==> config.mk <==
export PLATFORM = sky130hd
export DESIGN_NAME = shift_rr_arbiter
export DESIGN_NICKNAME = d
export VERILOG_FILES = /design/src/rtl/shift_rr_arbiter.sv
export SDC_FILE = /design/constraint.sdc
export NUM_CORES = 1
export LEC_CHECK = 0
export CAP_MARGIN = 20
export CORE_ASPECT_RATIO = 0.8
export CORE_UTILIZATION = 35
export DETAILED_ROUTE_END_ITERATION = 6
export PLACE_DENSITY = 0.81
export SKIP_LAST_GASP = 1
export SYNTH_ARGS = -nofsm -noshare
export SYNTH_HDL_FRONTEND = slang
export SYNTH_SLANG_ARGS = --single-unit
==> constraint.sdc <==
create_clock -name clk -period 3.1 [get_ports clk]
set_input_delay 0.62 -clock clk [delete_from_list [all_inputs] [get_ports clk]]
set_output_delay 0.62 -clock clk [all_outputs]
set_load 0.02 [all_outputs]
==> src/rtl/shift_rr_arbiter.sv <==
// Round-robin arbiter that shares one 8-bit logical-right barrel shifter among NREQ
// requesters, with a one-entry valid/ready result register.
module shift_rr_arbiter #(
  parameter int unsigned NREQ = 4,
  parameter int unsigned IDW  = 2
) (
  input  logic              clk,
  input  logic              rst_n,
  input  logic [NREQ-1:0]   req_valid,
  input  logic [8*NREQ-1:0] req_data,
  input  logic [3*NREQ-1:0] req_ctrl,
  output logic [NREQ-1:0]   req_ready,
  output logic              rsp_valid,
  output logic [7:0]        rsp_data,
  output logic [IDW-1:0]    rsp_id,
  input  logic              rsp_ready
);

  localparam int unsigned DW = 8;
  localparam int unsigned CW = 3;

  logic [DW-1:0]  data_arr [NREQ];
  logic [CW-1:0]  ctrl_arr [NREQ];

  logic           rsp_valid_q, rsp_valid_d;
  logic [DW-1:0]  rsp_data_q, rsp_data_d;
  logic [IDW-1:0] rsp_id_q, rsp_id_d;
  logic [IDW-1:0] last_grant_q, last_grant_d;

  logic [IDW-1:0] grant_id_c;
  logic           slot_free_c;
  logic           accept_c;
  logic [DW-1:0]  op_c, s4_c, s2_c, s1_c;
  logic [CW-1:0]  amt_c;

  // Unpack flat request buses into per-requester lanes.
  for (genvar i = 0; i < NREQ; i++) begin : g_lane
    assign data_arr[i] = req_data[DW*i +: DW];
    assign ctrl_arr[i] = req_ctrl[CW*i +: CW];
  end

  // Search starts just after the last winner and wraps modulo NREQ.
  always_comb begin
    logic [IDW-1:0] idx;
    logic           found;
    grant_id_c = '0;
    idx        = '0;
    found      = 1'b0;
    for (int unsigned k = 1; k <= NREQ; k++) begin
      idx = IDW'((32'(last_grant_q) + k) % NREQ);
      if (!found && req_valid[idx]) begin
        grant_id_c = idx;
        found      = 1'b1;
      end
    end
  end

  assign slot_free_c = !rsp_valid_q || rsp_ready;
  assign accept_c    = slot_free_c && (|req_valid);

  // Shared three-stage zero-fill shifter: 4, then 2, then 1.
  always_comb begin
    op_c  = data_arr[grant_id_c];
    amt_c = ctrl_arr[grant_id_c];
    s4_c  = amt_c[2] ? {4'b0, op_c[7:4]} : op_c;
    s2_c  = amt_c[1] ? {2'b0, s4_c[7:2]} : s4_c;
    s1_c  = amt_c[0] ? {1'b0, s2_c[7:1]} : s2_c;
  end

  always_comb begin
    req_ready = '0;
    if (rst_n && accept_c) begin
      req_ready[grant_id_c] = 1'b1;
    end
  end

  always_comb begin
    rsp_valid_d  = rsp_valid_q;
    rsp_data_d   = rsp_data_q;
    rsp_id_d     = rsp_id_q;
    last_grant_d = last_grant_q;
    if (accept_c) begin
      rsp_valid_d  = 1'b1;
      rsp_data_d   = s1_c;
      rsp_id_d     = grant_id_c;
      last_grant_d = grant_id_c;
    end else if (rsp_ready) begin
      rsp_valid_d  = 1'b0;
    end
  end

  always_ff @(posedge clk or negedge rst_n) begin
    if (!rst_n) begin
      rsp_valid_q  <= 1'b0;
      rsp_data_q   <= '0;
      rsp_id_q     <= '0;
      last_grant_q <= IDW'(NREQ - 1);
    end else begin
      rsp_valid_q  <= rsp_valid_d;
      rsp_data_q   <= rsp_data_d;
      rsp_id_q     <= rsp_id_d;
      last_grant_q <= last_grant_d;
    end
  end

  assign rsp_valid = rsp_valid_q;
  assign rsp_data  = rsp_data_q;
  assign rsp_id    = rsp_id_q;

endmodule

# Yosys cells after proc, flatten, opt, wreduce, memory -nomap -nowiden

Cells that the tools add are included.
Widths: inputs -> output; s select.

Register bits after elaboration: 13

$add $sub $neg: 4
Magnitude comparators: 7
Muxes and demuxes: 29
Bitwise operators: 1
Reduce and logical (&&, ||, !) cells: 13

Operators by type and width:

| kind                | number |
|---|---|
| $mux 8              | 5 |
| $bmux 8 s2          | 1 |
| $lt 2x3->1 const B  | 5 |
| $mux 1              | 10 |
| $bmux 1 s2          | 4 |
| $mux 2              | 4 |
| $bmux 3 s2          | 1 |
| $logic_and 1x1->1   | 6 |
| $mux 3              | 2 |
| $add 2x1->2 const B | 2 |
| $add 2x2->2 const B | 2 |
| $logic_not 1->1     | 4 |
| $mux 4              | 1 |
| $reduce_or 4->1     | 1 |
| $ge 3x3->1 const B  | 1 |
| $not 2->3           | 1 |
| $demux 1 s2         | 1 |
| $ge 2x1->1 const B  | 1 |
| $reduce_bool 2->1   | 1 |
| $logic_or 1x1->1    | 1 |

# Depth between registers and ports, before layout

Gate-level depths: netlist of run 1.

Word-level depth: 20
Depth in mapped cells: 9

# Least setup slack after synthesis of run 1

Ideal clock, no wire load.

Kind: input to output
Start point: input req_valid[3]
End point: output req_ready[0]
Data arrival time: 1.982 ns
Required time: 2.480 ns
Slack: 0.498 ns
Stages on the path: 6
Path through: nand2b_1 o21ai_0 a211oi_1 buf_4 buf_4 nor3b_1

Longest elaborated chain between the ends: 17

Ends and longest elaborated chain:

| what                                                                  | RTL line | RTL |
|---|---|---|
| start: declaration                                                    | 9        | `input logic [NREQ-1:0] req_valid,` |
| $bmux 1 s2                                                            | 51       | `if (!found && req_valid[idx]) begin` |
| $mux 1 (implied by the code)                                          | 51       |  |
| $mux 1                                                                | 51       |  |
| $logic_not 1->1                                                       | 51       |  |
| $logic_and 1x1->1                                                     | 51       |  |
| $mux 1                                                                | 51       |  |
| $logic_not 1->1                                                       | 51       |  |
| $logic_and 1x1->1                                                     | 51       |  |
| $mux 1                                                                | 51       |  |
| $logic_not 1->1                                                       | 51       |  |
| $logic_and 1x1->1                                                     | 51       |  |
| $mux 2                                                                | 51       |  |
| $lt 2x3->1 (implied by the code) / $ge 2x1->1 (equally long branches) | 73       | `req_ready[grant_id_c] = 1'b1;` |
| $logic_and 1x1->1 (implied by the code)                               | 73       |  |
| $mux 1 (implied by the code)                                          | 73       |  |
| $demux 1 s2                                                           | 73       |  |
| $mux 4 *                                                              | 72       | `if (rst_n && accept_c) begin` |
| end: declaration                                                      | 12       | `output logic [NREQ-1:0] req_ready,` |

Every way passes the cells marked *; elsewhere a longest branch is shown, timed or not. The select of a mux whose other input is x is not followed.

# Worst setup path after layout of run 1

Start point: input req_valid[1]
End point: output req_ready[1]

The elaborated chain is that of the path after synthesis.

==> out/results.ini, run 1 <==
[synthesis]
syn_area_um2 = 1300
ys_seq_elements = 13
synthCells = 137
ys_seq_area_frac = 0.253
synth_area_per_cell_um2 = 9.47
ys_warn_count = 0
synthesized_netlist_net_count = 188
synth_cell_types = 36

[timing]
finalCriticalPeriod_ns = 3.10
worst_hold_slack_ns = 0.483
timing.final.setup_violations = 1
worst-slew-pin-transition_ns = 0.437
tns_ns = -0.000465
timing.slew.headroom = 0.709
finalHoldViolations = 0
fin_worst_skew_ns = 0.000965
post_route_fraction_of_the_period_consumed_by_the_critical_path = 1.00
worst_slack_ns = -0.000465
rsz0062_at_grt = yes
max_clock_freq_mhz = 323
finalMaxSlewViolations = 0

[die]
rows = 19
core_um2 = 3490
design.die.area_um2 = 3960
die-width_um = 70.1
die_height_um = 56.5
floorplan.initialDensity = 0.371
pin_count = 66

[flow_run]
cap_violations = 0

[critical_path]
worst-endpoint-required_ns = 2.48
worst_reg_to_reg_path_cell_count = 9
reg2reg_slack_ns = 0.41
endpoint_of_the_most_critical_setup_path = req_ready[1]
timing.critical_path.depth = 6
critical_path.top_delay_family = buffers and inverters
critical_path.startpoint = req_valid[1]
worst_path_largest_cell_delay_ns = 0.62
critical_path_class = in2out
cp_data_arrival_time_ns = 2.48
timing.rr.start = last_grant_q[0]
crit_path_end_kind = primary output
critPathSlowestCell = clkdlybuf4s50_1
cp.buffers_inverters = 3
startpoint_type = primary input
crit_path_max_fanout = 6
critical_path.cell_chain = clkdlybuf4s50_1 -> nor3b_4 -> a211oi_4 -> buf_4 -> nor3_1 -> clkdlybuf4s50_1
most_numerous_cell_on_the_critical_path = clkdlybuf4s50_1
reg2reg_to = rsp_data[1]

[cells_and_area]
layout.core_utilization = 0.637
design.final.nets = 274
diodes = 0
nFillCells = 301
layout-drive-gt1-share = 0.234
areaGrowthSynthToFinish_pct = 71.6

[grt]
busiest_layer = met2
global_route.usage.met1 = 0.253
grt.met2_usage = 0.313
grt-ovfl-total = 0
first_global_vias = 1399
grt_pass1_wl_mm = 6.07
track_usage = 0.188
antenna_found_initial = 0
met3_usage = 0.0521
grt_max_degree = 14

[drt]
routed_wire_length_per_instance_um = 13.4
drt_pass_1_iters = 4
vias = 1337
routed_wl_mm = 3.55
route.detailed.drc = 0
drtAntennaViolNets = 0
via_per_inst = 5.06
drt-initial-drc-count = 45

[place]
buffer_ports.inserted = 65
dpl.hpwl_mm = 2.89
finalWeightedCongestion = 0.806

[hold_path]
min_path_type = reg2reg

[run_status]
status = complete, but fails checks
failing_checks = setup timing

[clock_tree]
cts_max_level = 1
path_clk_slew_ns = 0.05
clock_latency_ns = 0.24
cts_root_buffer = clkbuf_8
cts-buffers-inserted = 3
clock-sinks = 13
tritoncts = yes
maximum_buffer_depth_of_the_clock_tree = 2
cts_hold_buf = 0

[power]
internal_power_uw = 761
ir_drop_uv = 360
leakagePower_uw = 0.000993
pwr-share-seq = 0.211
power_switching_share = 0.378
power_per_cell_area_nw_per_um2 = 550
power.share.clock = 0.122
comb_power_share = 0.667
p_sw_uw = 463

==> cells by family after synthesis <==
group | share of synthesized area
AOI/OAI and AO/OA | 0.146
buffers and inverters | 0.0588
and+or+nand+nor | 0.163
DFF | 0.253
muxes | 0.380
==> Yosys cell counts <==
cell type,count,area share
a31o_2,1,0.0068
buf_4,3,0.017
mux2_2,5,0.043
a221oi_2,1,0.012
mux2i_4,2,0.035
a211oi_1,2,0.012
mux2i_2,1,0.011
a41oi_1,1,0.0068
clkbuf_1,2,0.0058
nor4_1,1,0.0048
dfstp_2,2,0.041
dfrtp_1,11,0.21
nand2_1,20,0.058
o21ai_0,3,0.012
nor3b_1,2,0.012
a21o_1,1,0.0058
mux2_4,3,0.035
a211oi_2,1,0.0096
nand3_1,4,0.015
mux4_2,1,0.017
o21a_1,2,0.012
o22ai_2,1,0.0096
o41ai_2,1,0.013
a31oi_1,1,0.0048
nor2_1,8,0.023
and2_1,2,0.0096
and4_1,1,0.0068
nand2b_1,3,0.014
mux2i_1,31,0.24
buf_6,3,0.026
buf_2,1,0.0039
o31ai_1,3,0.017
inv_1,2,0.0058
a221oi_1,1,0.0068
a21oi_1,5,0.019
nor3_1,5,0.019
==> worst min-delay path by stage <==
| stage | startpoint | depth (start not counted) | endpoint |
|---|---|---|---|
| after detailed placement | rsp_id[1] | 2 | rsp_id[1] |
| after floorplan | rst_n | 0 | rsp_data[0] |
| after global routing | rsp_id[1] | 2 | rsp_id[1] |
| after global placement | rsp_data[6] | 2 | rsp_data[6] |
| after CTS | rsp_id[1] | 2 | rsp_id[1] |
| final | rsp_id[1] | 2 | rsp_id[1] |
==> metal layers <==
| metal | up-vias | routed length, um |
|---|---|---|
| met4 | 0 | 21 |
| met5 | - | 0 |
| li1 | 677 | - |
| met3 | 2 | 237 |
| met2 | 52 | 1590 |
| met1 | 606 | 1700 |
==> cells in the final DEF (no fill, tap or decap), types with 3 or more instances in the layout <==
master	netlist	layout
a21oi_1	5	4
o31ai_1	3	3
mux2_2	5	5
dfrtp_1	11	11
nand2_1	20	20
nor3_1	5	4
clkdlybuf4s50_1	0	62
buf_4	3	23
mux2_4	3	3
nor2_1	8	8
mux2i_1	31	31
nand3_1	4	4
clkbuf_8	0	3
nand2b_1	3	3
==> power groups by stage <==
| stage | sequential [uW] | clock, uW | combinational (uW) |
|---|---|---|---|
| after floorplan | 307 | 0 | 439 |
| after global placement | 259 | 0 | 792 |
| after detailed placement | 258 | 0 | 801 |
| after CTS | 257 | 152 | 807 |
| after global routing | 266 | 159 | 883 |
| final | 258 | 149 | 816 |
==> metrics by stage <==
| step | instances | power (uW) | cell area (um2) | setup slack, ns |
|---|---|---|---|---|
| 2_1_floorplan | 137 | 746 | 1300 | 0.498 |
| 3_3_place_gp | 258 | 1050 | 2140 | -0.102 |
| 3_5_place_dp | 258 | 1060 | 2140 | -0.175 |
| 4_1_cts | 262 | 1220 | 2200 | -0.0599 |
| 5_1_grt | 264 | 1310 | 2230 | -0.137 |
| 6_report | 264 | 1220 | 2230 | -0.000465 |
==> worst reg2reg max path, stage by stage, from the launching register on <==
cell and delay, ns:
dfstp_2 0.57, nand2b_1 0.20, o21ai_1 0.14, a211oi_4 0.32, buf_4 0.25, buf_4 0.18
mux2i_4 0.25, mux4_2 0.51, nand2_1 0.08, a31oi_1 0.07
==> sequential cells by signal, summed over array words and instances (netlist names) <==
register / flops
rsp_id: 2
last_grant_q: 2
rsp_data: 8
rsp_valid: 1
==> repair_timing <==
action | in CTS | in global routing
setup endpoints to repair | 4 | 8
gates resized for setup | 7 | 5
pin swaps | 0 | 1
cloned | 0 | 1
setup buffers | 0 | 1
==> final cells by class <==
cell class / count / area [um2] / area share
clock buffer: 4 / 45.0 / 0.0202
inverter: 2 / 7.51 / 0.00337
multi-input combinational: 113 / 940 / 0.422
sequential: 13 / 328 / 0.147
tap: 42 / 52.6 / 0.0236
timing repair buffer: 90 / 855 / 0.384
Note: power is estimated with default switching activity, not from simulation.
==> run 2, diff against run 1 <==
CORE_MARGIN = 8   (was default)
CORE_UTILIZATION = 60   (was 35)
DONT_BUFFER_PORTS = 1   (was default)
PLACE_DENSITY = 0.85   (was 0.81)
==> run 2 against run 1 <==
  * The flow now finishes without violations
  * Critical endpoint is now req_ready[0]
  * Clock-buffer cell count unchanged
  * Die area decreased by 1.0%
  * Hold slack worse by 0.45 ns
  * Final cell count decreased by 39%
  * Non-clock buffer count fell by 86
  * Sequential power increased by 24%
==> out/results.ini, run 2 (synthesis results as in run 1) <==
[run_status]
status = finished clean

[drt]
drtAntennaViolNets = 0  ; unchanged
drt_pass_1_iters = 4  ; unchanged
routed_wire_length_per_instance_um = 21.0  ; +56%
via_per_inst = 6.63  ; +31%
vias = 1067  ; -20%
routed_wl_mm = 3.38  ; -4.6%
route.detailed.drc = 0  ; unchanged
drt-initial-drc-count = 49  ; +8.9%

[timing]
finalCriticalPeriod_ns = 2.76  ; -0.344 ns
max_clock_freq_mhz = 363  ; +12%
post_route_fraction_of_the_period_consumed_by_the_critical_path = 0.889  ; -0.111
worst_hold_slack_ns = 0.0313  ; -0.452 ns
tns_ns = 0  ; +0.000465 ns
timing.slew.headroom = 0.414  ; -0.295
fin_worst_skew_ns = 0.00321  ; +0.00224 ns
worst-slew-pin-transition_ns = 0.879  ; +0.442 ns
timing.final.setup_violations = 0  ; -1
finalMaxSlewViolations = 0  ; unchanged
rsz0062_at_grt = no
finalHoldViolations = 0  ; unchanged
worst_slack_ns = 0.344  ; +0.344 ns

[clock_tree]
postCtsResizedCells = 0  ; -7
clock-sinks = 13  ; unchanged
tritoncts = yes
cts_hold_buf = 0  ; unchanged
cts_root_buffer = clkbuf_4
clock_latency_ns = 0.27  ; +0.03 ns
path_clk_slew_ns = 0.08  ; +0.03 ns
maximum_buffer_depth_of_the_clock_tree = 2  ; unchanged
cts.repair_timing.setup_buffer_count = 0  ; unchanged
cts_max_level = 1  ; unchanged
cts-buffers-inserted = 3  ; unchanged

[power]
leakagePower_uw = 0.000604  ; -39%
power_per_cell_area_nw_per_um2 = 690  ; +26%
ir_drop_uv = 432  ; +20%

[die]
die-width_um = 68.0  ; -3.0%
die_height_um = 57.6  ; +2.0%
pin_count = 66  ; unchanged
design.die.area_um2 = 3920  ; -1.0%
rows = 15  ; -4
core_um2 = 2100  ; -40%
floorplan.initialDensity = 0.617  ; +0.246

[critical_path]
cp_data_arrival_time_ns = 2.14  ; -0.34 ns
crit_path_max_fanout = 19  ; +13
critical_path_class = reg2out
reg2reg_slack_ns = 0.40  ; about the same
startpoint_type = flip-flop
crit_path_end_kind = primary output
worst-endpoint-required_ns = 2.48  ; about the same
worst_reg_to_reg_path_cell_count = 8  ; -1
timing.rr.start = last_grant_q[0]
reg2reg_to = rsp_data[3]

[flow_run]
cap_violations = 0  ; unchanged

[cells_and_area]
design.final.nets = 188  ; -31%
diodes = 0  ; unchanged
areaGrowthSynthToFinish_pct = 4.92
most-common-layout-cells = mux2i_1, nand2_1, dfrtp_1
largest_register_ffs = 8  ; unchanged
final_common_cell = mux2i_1
layout-drive-gt1-share = 0.199  ; -0.0357
nFillCells = 181  ; -40%

[place]
dpl.hpwl_mm = 2.75  ; -4.8%
finalWeightedCongestion = 0.942  ; +17%
dpl_worst_slack_ns = 0.342  ; +0.517 ns
buffer_ports.inserted = 0  ; -100%

[grt]
antenna_found_initial = 0  ; unchanged
track_usage = 0.169  ; -0.0193
grt_pass1_wl_mm = 5.18  ; -15%
grt_max_degree = 28  ; +14
first_global_vias = 1090  ; -22%
grt-ovfl-total = 0  ; unchanged

[hold_path]
min_path_type = in2async

run 2: final cells by class:
type / instances / area [um2] / share of cell area
Tap cell: 25 / 31.3 / 0.0230
Clock buffer: 4 / 26.3 / 0.0193
Sequential cell: 13 / 328 / 0.241
Multi-Input combinational cell: 113 / 913 / 0.671
Inverter: 2 / 7.51 / 0.00551
Timing Repair Buffer: 4 / 55.1 / 0.0404
run 2: worst max path at each step:
| stage | depth (start not counted) | start | end | slack [ns] |
|---|---|---|---|---|
| detailed placement | 8 | req_valid[0] | rsp_data[3] | 0.34 |
| finish | 6 | last_grant_q[0] | req_ready[0] | 0.34 |
| floorplan | 6 | req_valid[3] | req_ready[0] | 0.50 |
| global route | 4 | rsp_valid | req_ready[0] | 0.22 |
| CTS | 6 | last_grant_q[0] | req_ready[0] | 0.33 |
| global placement | 8 | req_valid[3] | rsp_data[2] | 0.42 |
run 2: through the flow:
stage               area (um2)  cells  utilization  total power (uW)
global route              1360    161        0.648               996
detailed placement        1340    157        0.635               836
CTS                       1360    161        0.648               942
global placement          1340    157        0.635               813
floorplan                 1300    137            -               746
finish                    1360    161        0.648               939
run 2: critical path, cell delays in order, from the launching register on:
cell and delay (ns):
dfstp_2 0.57, nand2b_1 0.18, o21ai_0 0.16, a211oi_4 0.32, buf_12 0.21, nor3b_1 0.24, buf_4 0.18
run 2: report_power, final:
group | internal (uW) | switching (uW)
clock | 49.8 | 53.3
sequential | 223 | 97.5
combinational | 247 | 269
run 2: routing by layer:
metal / global-route usage / wire length, um / vias up
li1: - / - / 502
met1: 0.183 / 1230 / 504
met2: 0.287 / 1700 / 53
met3: 0.0645 / 350 / 8
met4: 0.0612 / 95 / 0
met5: 0 / 0 / -
